**config.mk**
```make
export PLATFORM = sky130hd
export DESIGN_NAME = rol_iter_flat
export DESIGN_NICKNAME = d
export VERILOG_FILES = /design/src/rtl/rol_pkg.sv /design/src/rtl/rol_iter_if.sv /design/src/rtl/rol_stage.sv /design/src/rtl/rol_iter.sv /design/src/flat_wrapper.sv
export SDC_FILE = /design/constraint.sdc
export NUM_CORES = 1
export LEC_CHECK = 0
export BUFFER_PORTS_ARGS = -buffer_cell sky130_fd_sc_hd__buf_2
export CAP_MARGIN = 0
export CORE_MARGIN = 3
export CORE_UTILIZATION = 50
export CTS_CLUSTER_SIZE = 8
export DETAILED_ROUTE_END_ITERATION = 10
export PLACE_DENSITY = 0.76
export SLEW_MARGIN = 40
export SYNTH_ARGS = -nofsm -noshare
export SYNTH_HDL_FRONTEND = slang
export SYNTH_SLANG_ARGS = --single-unit
```
**constraint.sdc**
```tcl
create_clock -name clk -period 1.7 [get_ports clk]
set_input_delay 0.085 -clock clk [delete_from_list [all_inputs] [get_ports clk]]
set_output_delay 0.085 -clock clk [all_outputs]
set_load 0.02 [all_outputs]
```
**src/rtl/rol_pkg.sv**
```systemverilog
// Shared types and constants for the iterative 16-bit rotate-left unit.
package rol_pkg;
  localparam int WIDTH = 16;
  localparam int AMT_W = 4;

  typedef logic [WIDTH-1:0] data_t;
  typedef logic [AMT_W-1:0] amt_t;

  typedef enum logic {
    IDLE = 1'b0,
    RUN  = 1'b1
  } rol_state_e;
endpackage

```
**src/rtl/rol_iter_if.sv**
```systemverilog
// Request/result bundle for rol_iter.
// Handshake: start is honoured only on an edge where busy is low; that edge
// captures data_in/amount. busy stays high while the operation is in flight.
// done pulses for exactly one cycle, and data_out is valid from that cycle
// until the next done.
interface rol_iter_if;
  import rol_pkg::*;

  logic  start;
  data_t data_in;
  amt_t  amount;
  logic  busy;
  logic  done;
  data_t data_out;

  modport master (output start, data_in, amount, input busy, done, data_out);
  modport slave  (input start, data_in, amount, output busy, done, data_out);
endinterface

```
**src/rtl/rol_stage.sv**
```systemverilog
// One logarithmic rotate-left stage: rotates by 2^k when en is high,
// otherwise passes the operand through unchanged.
module rol_stage
  import rol_pkg::*;
(
  input  logic [1:0] k,
  input  logic       en,
  input  data_t      din,
  output data_t      dout
);

  // Select the rotate distance for the active stage.
  always_comb begin
    dout = din;
    if (en) begin
      case (k)
        2'd0: dout = {din[14:0], din[15]};
        2'd1: dout = {din[13:0], din[15:14]};
        2'd2: dout = {din[11:0], din[15:12]};
        2'd3: dout = {din[7:0],  din[15:8]};
      endcase
    end
  end

endmodule

```
**src/rtl/rol_iter.sv**
```systemverilog
// Multi-cycle 16-bit rotate-left: one logarithmic stage (1, 2, 4, 8) per
// clock, with a start/busy/done handshake and a held result register.
// Optional build macro: ROL_EARLY_EXIT_EN -- finish on the stage that
// applies the highest set bit of the amount instead of always running 4.
module rol_iter
  import rol_pkg::*;
(
  input  logic          clk,
  input  logic          rst_n,
  rol_iter_if.slave     bus,
  output rol_state_e    dbg_state,
  output logic [1:0]    dbg_stg
);

  rol_state_e state_q, state_n;
  logic [1:0] stg_q, stg_n;
  data_t      work_q, work_n;
  amt_t       amt_q, amt_n;
  data_t      out_q, out_n;
  logic       done_q, done_n;

  data_t      stage_out;
  logic       last_stage;

  rol_stage u_stage (
    .k    (stg_q),
    .en   (amt_q[stg_q]),
    .din  (work_q),
    .dout (stage_out)
  );

  // Decide whether the current RUN stage is the final one.
  always_comb begin
`ifdef ROL_EARLY_EXIT_EN
    last_stage = (stg_q == 2'd3) ||
                 ((amt_q >> ({1'b0, stg_q} + 3'd1)) == '0);
`else
    last_stage = (stg_q == 2'd3);
`endif
  end

  // State register and datapath registers.
  always_ff @(posedge clk or negedge rst_n) begin
    if (!rst_n) begin
      state_q <= IDLE;
      stg_q   <= 2'd0;
      work_q  <= '0;
      amt_q   <= '0;
      out_q   <= '0;
      done_q  <= 1'b0;
    end else begin
      state_q <= state_n;
      stg_q   <= stg_n;
      work_q  <= work_n;
      amt_q   <= amt_n;
      out_q   <= out_n;
      done_q  <= done_n;
    end
  end

  // Next-state and datapath control; done is a one-edge pulse by default.
  always_comb begin
    state_n = state_q;
    stg_n   = stg_q;
    work_n  = work_q;
    amt_n   = amt_q;
    out_n   = out_q;
    done_n  = 1'b0;
    case (state_q)
      IDLE: begin
        if (bus.start) begin
          work_n  = bus.data_in;
          amt_n   = bus.amount;
          stg_n   = 2'd0;
          state_n = RUN;
        end
      end
      RUN: begin
        work_n = stage_out;
        stg_n  = stg_q + 2'd1;
        if (last_stage) begin
          out_n   = stage_out;
          done_n  = 1'b1;
          stg_n   = 2'd0;
          state_n = IDLE;
        end
      end
      default: state_n = IDLE;
    endcase
  end

  // Outputs.
  always_comb begin
    bus.busy     = (state_q == RUN);
    bus.done     = done_q;
    bus.data_out = out_q;
    dbg_state    = state_q;
    dbg_stg      = stg_q;
  end

endmodule

```
**src/flat_wrapper.sv**
```systemverilog
// flat-port wrapper written by rule: the top's interface ports become plain ports
module rol_iter_flat import rol_pkg::*;
  (clk, rst_n, dbg_state, dbg_stg, bus_start, bus_data_in, bus_amount, bus_busy, bus_done, bus_data_out);
  rol_iter_if bus_i ();
  input  logic clk;
  input  logic rst_n;
  output rol_state_e dbg_state;
  output logic [1:0] dbg_stg;
  input wire logic [$bits(bus_i.start)-1:0] bus_start;
  input wire logic [$bits(bus_i.data_in)-1:0] bus_data_in;
  input wire logic [$bits(bus_i.amount)-1:0] bus_amount;
  output wire logic [$bits(bus_i.busy)-1:0] bus_busy;
  output wire logic [$bits(bus_i.done)-1:0] bus_done;
  output wire logic [$bits(bus_i.data_out)-1:0] bus_data_out;
  assign bus_i.start = bus_start;
  assign bus_i.data_in = bus_data_in;
  assign bus_i.amount = bus_amount;
  assign bus_busy = bus_i.busy;
  assign bus_done = bus_i.done;
  assign bus_data_out = bus_i.data_out;
  rol_iter u_core (.clk(clk), .rst_n(rst_n), .bus(bus_i), .dbg_state(dbg_state), .dbg_stg(dbg_stg));
endmodule
```
==> flow_summary.toml <==
[outcome]
status = "completed"

[floorplanning]
die_area_um2 = 5700
die_x_um = 75.5
die_h_um = 75.5
initial_core_util_pct = 53.6
num_rows = 24
core-area_um2 = 4500
ios = 44

[critical_path]
crit_slowest_cell = "mux4_2"
r2r_start = "u_core.dbg_stg[0]"
reg2reg_setup_slack_ps = 60
cpPeakStageDelay_ps = 540
crit_chain = "mux4_2 > buf_12 > a211oi_1 > a311oi_1"
crit_type = "register to register"
crit_required_ps = 1850
reg2reg_to = "u_core.work_q[10]"
worstPathMaxFanout = 42
worst_r2r_path_depth = 4
cp.arrival_ps = 1780
crit_buf_inv = 1
worstSetupEndpointType = "register"
startpoint_type = "register"
cpLargestDelayFamily = "multiplexers"

[synthesis]
netlist_top_cells_area = "dfrtp_1 41%, a31oi_1 7.0%, a22o_1 5.8%"
syn-num-nets = 272
netlist.top_cell.by_area = "dfrtp_1"
syn_inst = 245
avgSynthCellArea_um2 = 9.85
yosysTopAreaCellShare_pct = 41.5
ys_ff_latch = 40
syn_area_um2 = 2410
ys_types = 25
seq_area_frac_synth_pct = 41.5
synth_warnings = 0

[clock_network]
path_clk_slew_ps = 70
root_buffer = "clkbuf_8"
insertion_delay_ps = 300
cts_tree = "built"
cts_made_buffers = 5
clock_sinks = 40
htreeDepth = 2
clockBufferDepth = 2

[drt]
drc = 0
routed_wl_mm = 5.92
routed-via-count = 2130
drt_pass1_iterations = 4
vias_per_cell = 6.32
wl_per_cell_um = 17.6
drt_iter0_drc = 180
ant_nets = 0

[timing]
fin_crit_sh_pct = 96.2
worst_hold_slack_ps = 78.6
finalSetupViolCount = 0
period_needed_ps = 1640
slew_viol_final = 0
worst_slew_pin_slew_ps = 513
finalHoldViolCount = 0
slew_headroom_pct = 65.8
fin_skew_ps = 7.89
fmax_mhz = 611

[pwr]
p_leak_uw = 0.00128
ir_drop_mv = 1.41
finalPower_uw = 6880
powerDensity_nw_per_um2 = 2380

[placed_design]
portBuffers = 43
dp_hpwl_mm = 3.85
gp_congestion = 0.822

[grt]
grt_max_degree = 43
grt_antenna_before_repair = 0
grt_pass1_wl_mm = 9.60
grtUsageTotal_pct = 22.3
grt_pass1_vias = 1905
grt_overflow = 0

[hold_path]
hold_end = "u_core.work_q[14]"
holdCritStartpoint = "bus_data_in[14]"
holdPathStages = 3
hold_path.class = "primary input to register"

[final_layout]
nets = 313
drive_above_1_share_pct = 29.1
n_antenna_cell = 0
utilization_pct = 64.3
syn2layout_area_growth_pct = 19.9
num-fill-cells = 360

[run]
drv_cap = 0
-- worst max path at each step --
stage                     slack, ps  cells past startpoint               from                endpoint
after CTS                        20                      6  u_core.dbg_stg[0]  u_core.bus.data_out[9]
after global placement           50                      5  u_core.dbg_stg[1]       u_core.work_q[10]
final                            60                      4  u_core.dbg_stg[0]       u_core.work_q[10]
after global routing            -10                      4  u_core.dbg_stg[0]       u_core.work_q[10]
after detailed placement        -30                      5  u_core.dbg_stg[1]  u_core.bus.data_out[4]
after floorplan                  30                      7  u_core.dbg_stg[0]       u_core.work_q[14]
-- cell type report --
type | instances | area [um^2] | area share, %
Sequential cell | 40 | 1000 | 34.7
Multi-Input combinational cell | 175 | 1330 | 45.9
Timing Repair Buffer | 61 | 413 | 14.3
Clock buffer | 6 | 72.6 | 2.51
Tap cell | 52 | 65.1 | 2.25
Inverter | 3 | 11.3 | 0.389
-- cell usage after synthesis --
cell type,n
or3_1,1
clkbuf_1,17
nor3b_1,4
inv_1,3
nor2b_1,12
buf_2,5
nand2b_1,9
a311oi_1,5
dfrtp_1,40
a211oi_1,16
o22ai_1,5
nand2b_4,9
nor2_1,17
a22o_1,16
buf_4,2
buf_6,3
nand2_1,14
a21o_1,16
ha_1,4
o21ai_0,1
o31ai_1,1
a31oi_1,27
and2_1,1
mux4_2,1
o221ai_1,16
-- report_power, final --
part	switching [uW]	internal, uW
registers	659	1450
logic	2220	1960
clock network	310	274
-- state kept, by name, indices dropped and copies added, names as in the netlist --
| name | cells |
|---|---|
| u_core.bus.data_out | 16 |
| u_core.work_q | 16 |
| u_core.amt_q | 4 |
| u_core.dbg_stg | 2 |
| u_core.bus.busy | 1 |
| u_core.bus.done | 1 |
-- per-stage QoR --
step                cell area, um^2  setup slack [ps]  instances  TNS, ps
floorplan                      2420              28.3        245        0
global placement               2700              46.2        325        0
detailed placement             2700             -30.2        325    -62.4
CTS                            2820              19.6        336        0
global route                   2890             -13.0        337    -13.0
finish                         2890              63.8        337        0
-- logic make-up (layout without fill, tap and decap cells) --
family	count (synthesis)	count (layout)	share of synthesized area, %
buffers and inverters	30	70	6.17
flip-flops	40	40	41.5
multiplexers	1	1	0.933
AND/OR/NAND/NOR	67	67	17.2
adder cells (fa/ha/maj)	4	4	2.07
AO/OA/AOI/OAI	103	103	32.2
-- cell usage in the layout, fill, tap and decap left out, types with 4 or more instances in the layout --
master	n
clkbuf_8	5
dlygate4sd3_1	5
o221ai_2	6
buf_2	43
dfrtp_1	38
o22ai_1	5
a211oi_1	13
a311oi_1	5
nor2_1	17
a22o_1	16
nand2b_1	9
nor3b_1	4
buf_4	9
nand2_1	14
o221ai_1	10
nand2b_4	9
a21o_1	16
a31oi_1	27
buf_12	4
nor2b_1	12
-- worst reg2reg max path, delay by kind of cell, from the launching register on --
kind	cells	cell delay (ps)
buf+inv	1	200
flops	1	420
compound gates	2	320
mux	1	540
-- timing repair --
| action | in CTS | in global routing |
|---|---|---|
| pin swaps | 0 | 1 |
| hold buffers | 5 | 0 |
| hold endpoints to repair | 44 | 0 |
| setup endpoints to repair | 14 | 16 |
| setup buffers | 0 | 1 |
| gates resized for setup | 1 | 10 |
-- layer usage --
metal,share of wire (%),vias up,global-route usage (%)
met5,0,-,0
li1,-,1012,-
met4,1.7,0,7.77
met2,46,77,33.3
met1,46,1032,32.4
met3,6.0,9,4.49
(Power assumes the default switching activity.)
